`src/rtl/tour_cmd.sv`:
```
// Command source mux: UART commands in IDLE, knight's-tour commands otherwise.
// Each one-hot knight move becomes a vertical then a horizontal move command.
module tour_cmd #(
    parameter int NUM_MOVES = 24
) (
    input  logic        clk,
    input  logic        rst_n,
    input  logic        start_tour,
    input  logic [7:0]  move,
    output logic [4:0]  mv_indx,
    input  logic [15:0] cmd_UART,
    input  logic        cmd_rdy_UART,
    output logic        clr_cmd_rdy_UART,
    output logic [15:0] cmd,
    output logic        cmd_rdy,
    input  logic        clr_cmd_rdy,
    input  logic        send_resp,
    output logic [7:0]  resp
);

    localparam logic [4:0] LAST = 5'(NUM_MOVES - 1);

    typedef enum logic [2:0] {
        IDLE,
        VERT,
        HOLD_V,
        HORZ,
        HOLD_H
    } state_t;

    state_t      state, nxt;
    logic [4:0]  idx, idx_nxt, look;
    logic [15:0] cmd_q, cmd_nxt, cmd_o;
    logic        err, err_nxt;
    logic        clr_q, clr_edge;
    logic        rdy_o, clr_uart_o;
    logic        legal;
    logic        dx_neg, dy_neg;
    logic [1:0]  dx_mag, dy_mag;
    logic [15:0] vcmd, hcmd;

    // A held clr_cmd_rdy level must only advance once.
    assign clr_edge = clr_cmd_rdy & ~clr_q;

    // Index presented to the move memory: looks ahead on the cycle a
    // new vertical command is registered.
    always_comb begin
        look = idx;
        if (state == IDLE && start_tour)
            look = 5'd0;
        else if (state == HOLD_H && send_resp && idx != LAST)
            look = idx + 5'd1;
    end

    always_comb begin
        legal  = 1'b1;
        dx_neg = 1'b0;
        dx_mag = 2'd0;
        dy_neg = 1'b0;
        dy_mag = 2'd0;
        case (move)
            8'h01: begin dx_mag = 2'd1; dy_mag = 2'd2; end
            8'h02: begin dx_neg = 1'b1; dx_mag = 2'd1; dy_mag = 2'd2; end
            8'h04: begin dx_neg = 1'b1; dx_mag = 2'd2; dy_mag = 2'd1; end
            8'h08: begin
                dx_neg = 1'b1; dx_mag = 2'd2;
                dy_neg = 1'b1; dy_mag = 2'd1;
            end
            8'h10: begin
                dx_neg = 1'b1; dx_mag = 2'd1;
                dy_neg = 1'b1; dy_mag = 2'd2;
            end
            8'h20: begin dx_mag = 2'd1; dy_neg = 1'b1; dy_mag = 2'd2; end
            8'h40: begin dx_mag = 2'd2; dy_neg = 1'b1; dy_mag = 2'd1; end
            8'h80: begin dx_mag = 2'd2; dy_mag = 2'd1; end
            default: legal = 1'b0;
        endcase
        vcmd = {4'h2, (dy_neg ? 8'h7F : 8'h00), 2'b00, dy_mag};
        hcmd = {4'h3, (dx_neg ? 8'h3F : 8'hBF), 2'b00, dx_mag};
    end

    always_comb begin
        nxt        = state;
        idx_nxt    = idx;
        cmd_nxt    = cmd_q;
        err_nxt    = err;
        cmd_o      = cmd_q;
        rdy_o      = 1'b0;
        clr_uart_o = 1'b0;
        resp       = 8'h5A;
        case (state)
            IDLE: begin
                cmd_o      = cmd_UART;
                rdy_o      = cmd_rdy_UART;
                clr_uart_o = clr_cmd_rdy;
                resp       = err ? 8'hEE : 8'hA5;
                if (cmd_rdy_UART && clr_cmd_rdy)
                    err_nxt = 1'b0;
                if (start_tour) begin
                    idx_nxt = 5'd0;
                    err_nxt = 1'b0;
                    if (legal) begin
                        cmd_nxt = vcmd;
                        nxt     = VERT;
                    end else begin
                        err_nxt = 1'b1;
                    end
                end
            end
            VERT: begin
                rdy_o = 1'b1;
                if (clr_edge)
                    nxt = HOLD_V;
            end
            HOLD_V: begin
                if (send_resp) begin
                    cmd_nxt = hcmd;
                    nxt     = HORZ;
                end
            end
            HORZ: begin
                rdy_o = 1'b1;
                if (clr_edge)
                    nxt = HOLD_H;
            end
            HOLD_H: begin
                if (send_resp) begin
                    if (idx == LAST) begin
                        resp = 8'hA5;
                        nxt  = IDLE;
                    end else begin
                        idx_nxt = look;
                        if (legal) begin
                            cmd_nxt = vcmd;
                            nxt     = VERT;
                        end else begin
                            err_nxt = 1'b1;
                            nxt     = IDLE;
                        end
                    end
                end
            end
            default: nxt = IDLE;
        endcase
    end

    always_ff @(posedge clk or negedge rst_n) begin
        if (!rst_n) begin
            state <= IDLE;
            idx   <= 5'd0;
            cmd_q <= 16'h0000;
            err   <= 1'b0;
            clr_q <= 1'b0;
        end else begin
            state <= nxt;
            idx   <= idx_nxt;
            cmd_q <= cmd_nxt;
            err   <= err_nxt;
            clr_q <= clr_cmd_rdy;
        end
    end

    assign mv_indx          = look;
    assign cmd              = cmd_o;
    assign cmd_rdy          = rst_n & rdy_o;
    assign clr_cmd_rdy_UART = rst_n & clr_uart_o;

endmodule

```
`config.mk`:
```
export PLATFORM = sky130hd
export DESIGN_NAME = tour_cmd
export DESIGN_NICKNAME = d
export VERILOG_FILES = /design/src/rtl/tour_cmd.sv
export SDC_FILE = /design/constraint.sdc
export NUM_CORES = 1
export LEC_CHECK = 0
export ABC_AREA = 1
export CAP_MARGIN = 25
export CORE_MARGIN = 2
export CORE_UTILIZATION = 46
export DETAILED_ROUTE_END_ITERATION = 6
export MAX_ROUTING_LAYER = met4
export PLACE_DENSITY_LB_ADDON = 0.2
export SLEW_MARGIN = 20
export SYNTH_ARGS = -nofsm -noshare
export SYNTH_HDL_FRONTEND = slang
export SYNTH_SLANG_ARGS = --single-unit
```
`constraint.sdc`:
```
create_clock -name clk -period 4.8 [get_ports clk]
set_input_delay 1.2 -clock clk [delete_from_list [all_inputs] [get_ports clk]]
set_output_delay 1.2 -clock clk [all_outputs]
set_load 0.1 [all_outputs]
```
After elaboration in Yosys (flattened, before gate mapping)
Index checks and enable logic that the tools add are counted.

operators by class
  $add $sub $neg = 1
  multiplexer cells = 42
  eq/ne operators = 23
  reduce and logical (&&, ||, !) cells = 17
  bitwise logic cells = 4

operator list
  operator                                                               count
  16-bit two-way mux                                                     6
  16-bit case mux with 3 select lines                                    1
  5-bit two-way mux                                                      5
  8-bit two-way mux                                                      3
  3-bit two-way mux                                                      6
  2-bit inequality test, second input constant                           8
  8-bit case mux with 2 select lines                                     1
  4-bit OR reduction                                                     4
  3-bit case mux with 5 select lines                                     1
  7-bit two-way mux                                                      2
  1-bit two-way mux                                                      12
  5-bit case mux with 2 select lines                                     1
  5-bit AND reduction                                                    2
  8-bit by 1-bit equality test with 1-bit output, second input constant  1
  8-bit by 2-bit equality test with 1-bit output, second input constant  1
  8-bit by 3-bit equality test with 1-bit output, second input constant  1
  8-bit by 4-bit equality test with 1-bit output, second input constant  1
  8-bit by 5-bit equality test with 1-bit output, second input constant  1
  8-bit by 6-bit equality test with 1-bit output, second input constant  1
  8-bit by 7-bit equality test with 1-bit output, second input constant  1
  8-bit equality test, second input constant                             1
  2-bit case mux with 2 select lines                                     2
  8-bit OR reduction                                                     1
  3-bit by 2-bit equality test with 1-bit output, second input constant  2
  other kinds (16)                                                       22

word-level totals
  input port bits = 30
  logic and storage cells = 92
  bits in registers = 26

Logic depth before layout (Yosys ltp)
  depth after elaboration = 8
  depth in mapped cells = 12
  mapped depth without buffers = 12

Worst setup path after synthesis
No wires, ideal clock.

  path kind = input port to output port
  from = in send_resp
  to = out resp[3]
  path slack = -0.947 ns
  required time = 3.600 ns
  arrival = 4.547 ns
  cell stages on the path = 6
  buffers on the path = 1
  cells stage by stage = inv_1 > nor2_2 > inv_1 > o22ai_1 > inv_1 > buf_4

between the ends
  cells in the longest elaborated chain, start to end = 2

RTL lines
  element                             RTL line  source
  start: declaration                  17        input logic send_resp,
  8-bit two-way mux                   127       if (send_resp) begin
  8-bit case mux with 2 select lines  91        case (state)
  end: declaration                    18        output logic [7:0] resp

No other way between the ends.

Worst setup path in the final report
  from = in send_resp
  to = out mv_indx[3]

between the ends
  cells in the longest elaborated chain, start to end = 4

RTL lines
  element                         RTL line  source
  1-bit logical AND (2 in a row)  51        else if (state == HOLD_H && send_resp && idx != LAST)
  5-bit two-way mux               51
  5-bit two-way mux               49        if (state == IDLE && start_tour)
  end: declaration                10        output logic [4:0] mv_indx,

No other way between the ends.

==> summary.txt <==
Status
  – Outcome: finished clean

Place
  – Detail Placement HPWL: 2.66 mm
  – Port bufs: 60
  – Gpl congestion: 0.916

Synth
  – Area leader, netlist: dfrtp_1
  – Synth warnings: 0
  – Netlist area before placement: 0.00142 mm^2
  – Prevailing post-synth register cell: dfrtp_1
  – Area share of the largest cell type after synthesis: 0.300
  – Post-synthesis sequential area ratio: 0.300
  – EDFF count, synth: 0
  – Area contributors post-synth: dfrtp_1, nand2_1, inv_1, nor2_1, nand3_1
  – Post-Syn Nets: 263
  – Synthesized instance count: 232
  – Avg Inst Size Synth: 6.12 um^2
  – Synthesis-stage register bit count: 17
  – Asr flop ratio synth: 1.00
  – Synth cell types: 27

Worst setup path
  – Top cell family by delay on the critical path: buffers and inverters
  – Critical Path AT: 2.80 ns
  – Critical Path End Type: output pin
  – Reg2reg start: state[0]
  – CP Launch Type: primary input
  – Slowest stage cell, crit path: clkdlybuf4s50_1
  – Setup CP Type: in -> out
  – Flop2flop setup slack: 2.97 ns
  – CP peak stage delay: 0.47 ns
  – CP required: 3.60 ns
  – Levels on crit path: 9
  – R2r endpoint: idx[0]
  – Worst setup path start: send_resp
  – Crit path cell chain: clkdlybuf4s50_1 > inv_1 > nor2_2 > nand2_2 > nor2_4 > nand3_2 > xor2_1 > nor2_1 > buf_12
  – Worst-path fanout max: 4
  – Buf/Inv on CP: 3
  – R2R cell count: 7

STA
  – Max-slew headroom: 0.629
  – Final hold violations: 0
  – Post-Route Setup TNS: 0 ns
  – Max-slew violations: 0
  – Fin crit share: 0.833
  – Setup violations, final: 0
  – Final min period: 4.00 ns
  – RSZ-0062 raised after global routing: false
  – Max Fclk: 0.250 GHz
  – Worst-margin pin slew: 0.554 ns
  – Fin Clk Skew: 0.00104 ns

Routing
  – DR DRC count: 0
  – DR vias/cell: 4.82
  – Routed WL per cell: 10.0 um
  – 1st-pass router iterations: 4
  – Initial drt markers: 63
  – Vias: 1567
  – Routed Antenna Nets: 0
  – Drt total wl: 3.26 mm

Final layout
  – Diode count: 0
  – Layout cell share with drive strength beyond 1: 0.205
  – Area grow syn2layout: 44.4%
  – Nets: 324
  – Fillers: 289

GRT
  – Grt total ovfl: 0
  – GR Layer Usage met2: 0.297
  – Layer with the highest usage: met2
  – Pin count of the biggest net entering global routing: 19
  – Met3 usage: 0.0415
  – Met1 GRT Util: 0.254
  – Vias in the first global route: 1254
  – Initial antenna violation count: 0
  – Total GRT Usage: 0.198
  – First-pass GRT wire length: 5.17 mm

Clock network
  – Root buf cell: clkbuf_4
  – Resized cells post-CTS: 0
  – Worst skew pair latency: 0.30 ns
  – Clock Path Buffers: 2
  – Hold Buf Count CTS: 0
  – TritonCTS Buffers: 3
  – CTS tree: built
  – Clock Sinks: 17
  – Worst-path clk slew: 0.10 ns
  – Post-CTS Setup Bufs: 0
  – # H-tree levels: 1

Die
  – Die X: 59.6 um
  – Die Ht: 59.6 um
  – Ports: 61
  – Starting density of the core: 0.473
  – Die Area: 0.00355 mm^2
  – Core box area: 0.00300 mm^2
  – Row count: 20

Job
  – Max-cap viol count: 0

Worst hold path
  – Hold Startpoint: cmd_q[13]
  – Hold Path Sink: cmd_q[13]
  – Hold WC Path Type: reg -> reg
  – Hold Path Depth: 2
[tightest hold or removal path, cell delays in order (launching register included)]
cell and delay (ns):
dfrtp_1 0.33, inv_1 0.05, nand3_1 0.07
[per-layer routing]
metal / up-vias / routed length, um
met4: 0 / 70
met1: 665 / 1550
met5: - / 0
met2: 60 / 1340
met3: 7 / 297
li1: 835 / -
[cells by family after synthesis]
logic type | after synthesis | synth area share
AND/OR/NAND/NOR | 155 | 0.495
XOR/XNOR | 3 | 0.0185
flip-flops | 17 | 0.300
buffers and inverters | 43 | 0.125
adder cells (fa/ha/maj) | 1 | 0.00881
AO/OA/AOI/OAI | 13 | 0.0529
[synth_stat cells (all sizes together), types with 2 or more instances]
cell / instances
o21ai: 5
buf: 5
xnor2: 2
o22ai: 2
nor2: 39
inv: 37
dfrtp: 17
nand2: 83
nand3: 18
a221oi: 2
a21oi: 4
nand4: 3
nor3: 10
[area by class of cell]
type                       instances  area [um^2]  area share
multi-input combinational        172          842       0.411
inverter                          37          139      0.0677
sequential                        17          425       0.207
clock buffer                       3         22.5      0.0110
clock inverter                     1         5.00     0.00244
timing repair buffer              62          576       0.281
tap                               33         41.3      0.0201
[placed cells by master (no fill, tap or decap), drive strengths merged]
master,instances
buf,33
xnor2,2
nand2,83
a221oi,2
nand4,3
xor2,1
o22ai,2
nor3,10
a21oi,4
nand3,18
nand3b,1
clkdlybuf4s50,29
or2,1
clkbuf,3
inv,37
nor2,39
o21ai,5
ha,1
dfrtp,17
clkinv,1
[how the worst max path moves through the flow]
stage	end	slack [ns]
detailed placement	mv_indx[3]	0.81
finish	mv_indx[3]	0.80
global route	mv_indx[3]	0.71
CTS	mv_indx[3]	0.81
global placement	mv_indx[3]	0.84
floorplan	resp[3]	0.08
[metrics by stage]
stage / hold slack [ns] / worst slack, ns / utilization / instances / instance area (um^2)
after floorplan: 0.436 / 0.0771 / - / 232 / 1450
after global placement: 0.446 / 0.842 / 0.674 / 321 / 2020
after detailed placement: 0.461 / 0.811 / 0.674 / 321 / 2020
after CTS: 0.485 / 0.807 / 0.683 / 325 / 2050
after global routing: 0.502 / 0.708 / 0.683 / 325 / 2050
final: 0.478 / 0.802 / 0.683 / 325 / 2050
[flip-flops by register name, indices dropped and copies added (netlist names)]
| name | flops |
|---|---|
| state | 3 |
| idx | 5 |
| cmd_q | 7 |
| clr_q | 1 |
| err | 1 |
Power is left out: the tool's default activity adds up to more than one toggle a clock period on the data nets, which glitch-free logic cannot reach.
